===== src/rtl/series_term_controller.sv =====
// ---------------------------------------------------------------------------
// series_term_controller
//
// Sequencer for a series-expansion datapath made of an operand register X,
// a term register Tmp, an accumulator Acc, a multiplier and a coefficient
// ROM holding 1/k. For each accepted operand it runs TERMS rounds of
//     Acc += Tmp(k);  Tmp(k+1) = Tmp(k) * X * coef[k+1]
// and then offers the accumulated result to the consumer.
//
// Parameters
//   TERMS  number of series terms summed (k = 0..TERMS-1), 1..2**CNT_W
//   CNT_W  width of the term counter and of coefAddr
//
// Ports
//   clk        system clock, rising edge
//   rst        asynchronous, active-high reset
//   in_valid   operand available on the datapath input
//   in_ready   controller can accept an operand (IDLE)
//   out_valid  Acc holds the final result (DONE)
//   out_ready  consumer takes the result
//   out_err    overflow occurred during this operation (with out_valid)
//   abort      synchronous cancel of the running operation
//   ovf        datapath overflow flag from multiplier/adder
//   ldX        load X from the input
//   selTmp     Tmp mux select: 0 = constant 1.0, 1 = multiplier output
//   ldTmp      load Tmp
//   clrAcc     clear Acc to 0
//   ldAcc      load Acc with Acc + Tmp
//   coefAddr   coefficient ROM address (non-zero only while multiplying)
//   busy       high in every state except IDLE
// ---------------------------------------------------------------------------
module series_term_controller #(
    parameter int TERMS = 8,
    parameter int CNT_W = 3
) (
    input  logic             clk,
    input  logic             rst,
    input  logic             in_valid,
    output logic             in_ready,
    output logic             out_valid,
    input  logic             out_ready,
    output logic             out_err,
    input  logic             abort,
    input  logic             ovf,
    output logic             ldX,
    output logic             selTmp,
    output logic             ldTmp,
    output logic             clrAcc,
    output logic             ldAcc,
    output logic [CNT_W-1:0] coefAddr,
    output logic             busy
);

    typedef enum logic [2:0] {
        S_IDLE = 3'd0,
        S_LOAD = 3'd1,
        S_ADD  = 3'd2,
        S_MUL  = 3'd3,
        S_DONE = 3'd4
    } state_t;

    // Index of the last term; the counter never advances past it.
    localparam logic [CNT_W-1:0] K_LAST = CNT_W'(TERMS - 1);
    localparam logic [CNT_W-1:0] K_ONE  = CNT_W'(1);

    state_t           r_state;
    logic [CNT_W-1:0] r_k;
    logic             r_err;

    // Registered copies of the Moore outputs.
    logic             r_in_ready;
    logic             r_out_valid;
    logic             r_out_err;
    logic             r_ldX;
    logic             r_selTmp;
    logic             r_ldTmp;
    logic             r_clrAcc;
    logic             r_ldAcc;
    logic [CNT_W-1:0] r_coefAddr;
    logic             r_busy;

    state_t           w_state_nxt;
    logic [CNT_W-1:0] w_k_nxt;
    logic             w_err_nxt;

    // Next-state logic. In the working states abort wins over ovf, and ovf
    // wins over the normal ADD/MUL ping-pong.
    always_comb begin
        w_state_nxt = r_state;
        w_k_nxt     = r_k;
        w_err_nxt   = r_err;
        case (r_state)
            S_IDLE: begin
                if (in_valid) begin
                    w_state_nxt = S_LOAD;
                end
            end
            S_LOAD: begin
                w_k_nxt   = '0;
                w_err_nxt = 1'b0;
                if (abort) begin
                    w_state_nxt = S_IDLE;
                end else begin
                    w_state_nxt = S_ADD;
                end
            end
            S_ADD: begin
                if (abort) begin
                    w_state_nxt = S_IDLE;
                end else if (ovf) begin
                    w_err_nxt   = 1'b1;
                    w_state_nxt = S_DONE;
                end else if (r_k == K_LAST) begin
                    w_state_nxt = S_DONE;
                end else begin
                    w_state_nxt = S_MUL;
                end
            end
            S_MUL: begin
                // MUL is only reached with k < K_LAST, so k+1 cannot wrap.
                w_k_nxt = r_k + K_ONE;
                if (abort) begin
                    w_state_nxt = S_IDLE;
                end else if (ovf) begin
                    w_err_nxt   = 1'b1;
                    w_state_nxt = S_DONE;
                end else begin
                    w_state_nxt = S_ADD;
                end
            end
            S_DONE: begin
                // Result is held until taken; abort has no effect here.
                if (out_ready) begin
                    w_state_nxt = S_IDLE;
                end
            end
            default: begin
                w_state_nxt = S_IDLE;
            end
        endcase
    end

    // State, counter, error flag and the outputs are registered together.
    // Outputs are decoded from the state being entered, so each output
    // register always equals the Moore decode of r_state.
    always_ff @(posedge clk or posedge rst) begin
        if (rst) begin
            r_state     <= S_IDLE;
            r_k         <= '0;
            r_err       <= 1'b0;
            r_in_ready  <= 1'b1;
            r_out_valid <= 1'b0;
            r_out_err   <= 1'b0;
            r_ldX       <= 1'b0;
            r_selTmp    <= 1'b0;
            r_ldTmp     <= 1'b0;
            r_clrAcc    <= 1'b0;
            r_ldAcc     <= 1'b0;
            r_coefAddr  <= '0;
            r_busy      <= 1'b0;
        end else begin
            r_state     <= w_state_nxt;
            r_k         <= w_k_nxt;
            r_err       <= w_err_nxt;
            r_in_ready  <= (w_state_nxt == S_IDLE);
            r_busy      <= (w_state_nxt != S_IDLE);
            r_out_valid <= (w_state_nxt == S_DONE);
            r_out_err   <= (w_state_nxt == S_DONE) && w_err_nxt;
            r_ldX       <= (w_state_nxt == S_LOAD);
            r_clrAcc    <= (w_state_nxt == S_LOAD);
            r_ldTmp     <= (w_state_nxt == S_LOAD) || (w_state_nxt == S_MUL);
            r_selTmp    <= (w_state_nxt == S_MUL);
            r_ldAcc     <= (w_state_nxt == S_ADD);
            // While in MUL the counter still holds the index of the term just
            // added; the ROM must present the coefficient of the next term.
            r_coefAddr  <= (w_state_nxt == S_MUL) ? (w_k_nxt + K_ONE) : '0;
        end
    end

    assign in_ready  = r_in_ready;
    assign out_valid = r_out_valid;
    assign out_err   = r_out_err;
    assign ldX       = r_ldX;
    assign selTmp    = r_selTmp;
    assign ldTmp     = r_ldTmp;
    assign clrAcc    = r_clrAcc;
    assign ldAcc     = r_ldAcc;
    assign coefAddr  = r_coefAddr;
    assign busy      = r_busy;

endmodule


===== config.mk =====
export PLATFORM = sky130hd
export DESIGN_NAME = series_term_controller
export DESIGN_NICKNAME = d
export VERILOG_FILES = /design/src/rtl/series_term_controller.sv
export SDC_FILE = /design/constraint.sdc
export NUM_CORES = 1
export LEC_CHECK = 0
export CORE_UTILIZATION = 40
export DETAILED_ROUTE_END_ITERATION = 8
export GPL_ROUTABILITY_DRIVEN = 0
export PLACE_DENSITY = 0.68
export SLEW_MARGIN = 5
export SYNTH_ARGS = -nofsm -noshare
export SYNTH_HDL_FRONTEND = slang
export SYNTH_SLANG_ARGS = --single-unit

===== constraint.sdc =====
create_clock -name clk -period 1.7 [get_ports clk]
set_clock_uncertainty 0.1 [all_clocks]
set_input_delay 0.51 -clock clk [delete_from_list [all_inputs] [get_ports clk]]
set_output_delay 0.51 -clock clk [all_outputs]
set_load 0.01 [all_outputs]

==> impl_results.md, run 1 <==
* Max Buffers Root-to-Sink at 2
* Distinct cells, synth at 25
* DIE AREA at 2190 µm²
* Layout cells sized above 1 at 0.333
* Synth Cell Area at 805 µm²
* PwrDens at 969 nW/µm²
* Post-route ant nets at 0
* CTS sink count at 18
* Drt drc at 0
* PortBufs at 17
* DRT Wirelength at 1420 µm
* Synth top area share at 0.529
* Total Routing Usage GR at 0.155
* Top-level I/O count at 18
* DP HPWL at between 1000 and 1500 µm
* Final Hold Fails at 0
* Least-Margin Pin Slew at 0.318 ns
* Maximum vdd drop at roughly 0.64 mV
* Power Total at 1.07 mW
* Async set or reset register ratio after synthesis at 1.00
* RSZ-0062 raised after global routing: true
* Ys flop type: dfrtp_1
* H-tree lvl count at 1
* Largest net degree at the start of global routing at 19
* Vias per Instance at 4.72
* Run status: finished clean
* Floorplan row count at 15
* CP Class: reg2reg
* Register area share after synthesis at 0.561
* Worst Path Arrival at 1.72 ns
* Vias in the first global route at 509
* Yosys warns at 0
* Lkg Pwr at approximately 0.60 nW
* Final period utilization at 0.961
* Initial antenna violation count at 0
* Max Cap Viol at 0
* Global-route wire length before repair at roughly 2300 µm
* Slew headroom at 0.787
* Top cells by area, synth: dfrtp_1 (53%), ha_1 (4.7%), nand2_1 (4.2%), mux2i_1 (3.7%), dfstp_2 (3.3%)
* Clk slew on worst S/H paths at 0.10 ns
* Final setup viols at 0
* Min cycle time layout at ~1.6 ns
* Post-route setup slack at 0.0665 ns
* Syn_area_per_cell at 12.0 µm²
* Required @ worst endpoint at 1.79 ns
* Fin nets at 106
* Total clock buffers created by CTS at 3
* CP Max Fanout at 2
* Worst slack at placement at -0.222 ns
* Post-synth top cells: dfrtp_1 (17), nand2_1 (9), inv_1 (4)
* Final Max Slew Viols at 0
* Clock root cell: clkbuf_4
* Cells after Synth at 67
* 1st-iter DRT viols at 1
* Overall via count from detail_route at approximately 570
* CP startpoint kind: register
* Clk_lat worst skew at 0.29 ns
* Number of diodes at 0
* CTS tree: built
* Hold-fix buffers, CTS at 0
* Worst Setup End Kind: register
* Die Span Y at 46.8 µm
* Largest area contributor in the netlist: dfrtp_1
* Post-synth EDFFs at 0
* Die width at ~47 µm
* Fmax achieved at 612 MHz
* Remaining Overflow, GRT at 0
* Starting Density at 0.447
* Layout area overhead at 37.6%
* Avg WL per Cell at 11.7 µm
* Register bit total from synthesis at 18
* Drt first pass iters at 2
* Post-synth net total at 76
* Hold Path Class: in2async
* Core area at around 1800 µm²
* Most frequent cell after synthesis: dfrtp_1
[critical path, stage by stage (launching register included)]
cell,delay (ns)
dfrtp_1,0.39
ha_1,0.20
ha_1,0.20
and2b_2,0.19
o21ai_0,0.24
buf_4,0.17
nand2_1,0.04
[cell families (layout without fill, tap and decap cells)]
logic type                 Yosys count  after routing  share of synthesized area
and+or+nand+nor                     25             25                      0.194
DFF                                 18             18                      0.561
AOI/OAI and AO/OA                    8              8                     0.0622
buffers and inverters                8             37                     0.0653
muxes                                5              5                     0.0700
adders and majority gates            3              3                     0.0467
[metrics by stage]
step                      cells  area (µm²)  utilization  hold slack, ns  setup TNS (ns)
after floorplan              67         805            -           0.348               0
after global placement      117        1060        0.588           0.416           -1.33
after detailed placement    117        1060        0.588           0.425           -1.53
after CTS                   121        1090        0.603           0.437               0
after global routing        121        1110        0.615           0.447         -0.0354
final                       121        1110        0.615           0.428               0
[layer usage]
layer,global-route usage,share of wire
met5,0,0
met4,0.103,0.031
met3,0.0346,0.045
met2,0.219,0.44
met1,0.212,0.48
[timing repair]
action / 4_1_cts / 5_1_grt
pin swaps: 0 / 2
setup buffers: 0 / 0
endpoints found under the setup margin: 13 / 8
gates resized for setup: 14 / 7
[power breakdown]
group	total, mW	leakage, nW	switching (mW)	internal [mW]
clock network	0.263	0.0210	0.133	0.131
logic	0.299	0.341	0.145	0.154
registers	0.510	0.239	0.0265	0.484
total	1.07	0.602	0.304	0.768
[placed cells by master (no fill, tap or decap), types with 3 or more instances in the layout]
master,count
clkbuf_4,3
dlygate4sd2_1,11
inv_1,4
mux2i_1,3
nor2_1,3
buf_4,12
nand2_1,9
dfrtp_1,17
clkdlybuf4s50_1,4
or2_2,3
[final timing paths]
check	cells past startpoint	slack [ns]	to	from
worst max-delay path	6	0.07	out_valid$_DFF_PP0_	r_k[0]$_DFF_PP0_
max in group asynchronous	3	0.81	in_ready$_DFF_PP1_	rst
worst min register to register	2	0.43	r_k[1]$_DFF_PP0_	r_k[1]$_DFF_PP0_
worst min-delay path	3	0.43	coefAddr[1]$_DFF_PP0_	rst
min in group clk	2	0.43	r_k[1]$_DFF_PP0_	r_k[1]$_DFF_PP0_
worst max register to register	6	0.07	out_valid$_DFF_PP0_	r_k[0]$_DFF_PP0_
[final cells by class]
type | count | area [µm²]
fillers | 176 | 694
clock buffers | 4 | 36.3
repair buffers | 29 | 244
multi-input cells | 41 | 329
well taps | 25 | 31.3
inverters | 4 | 15.0
flip-flops and latches | 18 | 452
Power figures use the tool's default switching activity.
==> run 2, diff against run 1 <==
--- a/config.mk
+++ b/config.mk
@@ -6,9 +6,12 @@
 export NUM_CORES = 1
 export LEC_CHECK = 0
 export CORE_UTILIZATION = 40
+export CTS_BUF_LIST = sky130_fd_sc_hd__clkbuf_4
 export DETAILED_ROUTE_END_ITERATION = 8
 export GPL_ROUTABILITY_DRIVEN = 0
+export HOLD_SLACK_MARGIN = 0.03
 export PLACE_DENSITY = 0.68
+export RECOVER_POWER = 50
 export SLEW_MARGIN = 5
 export SYNTH_ARGS = -nofsm -noshare
 export SYNTH_HDL_FRONTEND = slang
==> run 2 against run 1 <==
Setup slack better by 0.00079 ns. Hold slack got worse by 0.011 ns. Sequential power barely moved. Sequential share of layout area increased by 0.51 points. Highest routed layer unchanged.
==> impl_results.md, run 2 (synthesis results as in run 1) <==
* Die width at approximately 47 µm
* Final Core Density at 0.607
* Final period utilization at 0.960
* CP max stage delay at roughly 0.4 ns
* Run status: finished clean
* Fin nets at 106
* Power Total at 1.02 mW
* Combinational share of power at 0.292
* CP startpoint kind: register
* Crit path from: r_k[0]$_DFF_PP0_
* Worst Setup End Kind: register
* Drt first pass iters at 2
* P_sw at 0.298 mW
* Hold_sp: r_k[1]$_DFF_PP0_
* Met3 routed WL at 60 µm
* Hold Path Class: reg2reg
* Hold path cells at 2
* Largest net degree at the start of global routing at 19
* H-tree lvl count at 1
* Reg2Reg Setup Slack at 0.07 ns
* Placed cell count at around 120
* Post-CTS setup repair buffer count at 0
* CP max-delay cell: dfrtp_1
* DP HPWL at 1050 µm
* Required @ worst endpoint at between 1.5 and 2 ns
* Drt drc at 0
* Max Cap Viol at 0
* Clk_lat worst skew at 0.29 ns
* Top Layer Used: met4
* Top-level I/O count at 18
* Layout area overhead at 35.9%
* Overall via count from detail_route at around 560
* Starting Density at 0.447
* Met1 wire length at 668 µm
* Slew headroom at 0.371
* Core area at 1800 µm²
* Post-route ant nets at 0
* Total clock buffers created by CTS at 3
* CP Class: reg2reg
* Layout cells sized above 1 at 0.313
* Detail Route met2 WL at 636 µm
* Die Span Y at between 40 and 50 µm
* Design area at 1090 µm²
* Hold Path End: r_k[1]$_DFF_PP0_
* Reg power frac at 0.500
* Final Hold Fails at 0
* Reg-to-Reg End: out_valid$_DFF_PP0_
* CTS sink count at 18
* CTS tree: built
* PwrDens at 933 nW/µm²
* Total Routing Usage GR at 0.153
* Min cycle time layout at 1.63 ns
* Placed cell area at 1060 µm²
* 1st-iter DRT viols at 2
* Floorplan row count at 15
* Non-filler instance count after layout at 121
* Leading cell type in the layout, fill and taps excluded: dfrtp_1
* Lkg Pwr at 0.592 nW
* DIE AREA at 2190 µm²
* Maximum vdd drop at approximately 0.59 mV
* Critical path buffers and inverters at 1
* CP Max Fanout at 2
* Critical Path, Cell by Cell: ha_1, ha_1, and2b_2, o21ai_0, buf_4, nand2_1
* Sw frac at 0.292
* Global-route wire length before repair at 2260 µm
* RR Startpoint: r_k[0]$_DFF_PP0_
* Final Max Slew Viols at 0
* Worst slack at placement at -0.222 ns
* Clk pwr share at 0.208
* Max Buffers Root-to-Sink at 2
* Most common cell on crit path: ha_1
* Remaining Overflow, GRT at 0
* Most frequent cells in the layout: dfrtp_1 (17), dlygate4sd2_1 (11), buf_4 (11)
* PortBufs at 17
* Fmax achieved at 612 MHz
* Clk slew on worst S/H paths at ~0.1 ns
* Least-Margin Pin Slew at 0.944 ns
* Worst Path Arrival at 1.71 ns
* Number of diodes at 0
* FF-to-FF path depth at 6
* Fill count at 182
* Avg WL per Cell at 11.5 µm
* Vias in the first global route at 507
* Clock root cell: clkbuf_4
* Crit path max-delay family: adder cells
* Final setup viols at 0
* Vias per Instance at 4.66
* DRT Wirelength at 1390 µm
* Post-route setup slack at a little under 0.07 ns
* Int Power at ~0.72 mW
* Initial antenna violation count at 0
* RSZ-0062 raised after global routing: true
run 2: cell count changes in the layout (fill, tap and decap cells not counted):
cell / delta
clkinv_1: +1
clkbuf_1: +1
clkbuf_8: -1
buf_4: -1
run 2: final cells by class:
cell class                 instances  area [µm²]  share of cell area
sequential                        18         452               0.413
clock buffer                       3        22.5              0.0206
multi-input combinational         41         329               0.301
clock inverter                     1        3.75             0.00343
inverter                           4        15.0              0.0137
tap                               25        31.3              0.0286
timing repair buffer              29         240               0.220
run 2: routing by layer:
layer | track usage | vias to the layer above
met5 | 0 | -
met4 | 0.0857 | 0
met3 | 0.0346 | 2
met2 | 0.217 | 17
met1 | 0.215 | 261
li1 | - | 284
run 2: through the flow:
stage,hold WS (ns),setup TNS (ns)
after CTS,0.439,0
after floorplan,0.348,0
final,0.417,0
after global placement,0.416,-1.33
after detailed placement,0.425,-1.53
after global routing,0.462,-0.0123
run 2: tightest hold or removal path, delay by kind of cell (launching register included):
kind / cells / cell delay (ns)
AND/OR/NAND/NOR: 1 / 0.06
AO/OA/AOI/OAI: 1 / 0.07
flip-flops: 1 / 0.36
run 2: repair_timing:
item,CTS,global route
hold buffers,0,0
endpoints found under the hold margin,0,0
gates resized for setup,14,7
cloned,0,0
setup endpoints to repair,13,9
pin swaps,0,2
run 2: power groups by stage:
stage | clock [mW] | combinational [mW] | sequential, mW
6_report | 0.212 | 0.298 | 0.510
2_1_floorplan | 0 | 0.150 | 0.537
4_1_cts | 0.219 | 0.291 | 0.510
5_1_grt | 0.232 | 0.332 | 0.516
3_5_place_dp | 0 | 0.311 | 0.518
3_3_place_gp | 0 | 0.310 | 0.518
run 2: worst max-delay path by stage:
| stage | to | slack, ns | cells past startpoint |
|---|---|---|---|
| after global placement | coefAddr[0]$_DFF_PP0_ | -0.20 | 4 |
| after floorplan | coefAddr[2]$_DFF_PP0_ | 0.03 | 8 |
| after CTS | in_ready | 0.02 | 1 |
| final | out_valid$_DFF_PP0_ | 0.07 | 6 |
| after detailed placement | coefAddr[0]$_DFF_PP0_ | -0.22 | 4 |
| after global routing | coefAddr[2]$_DFF_PP0_ | -0.01 | 7 |
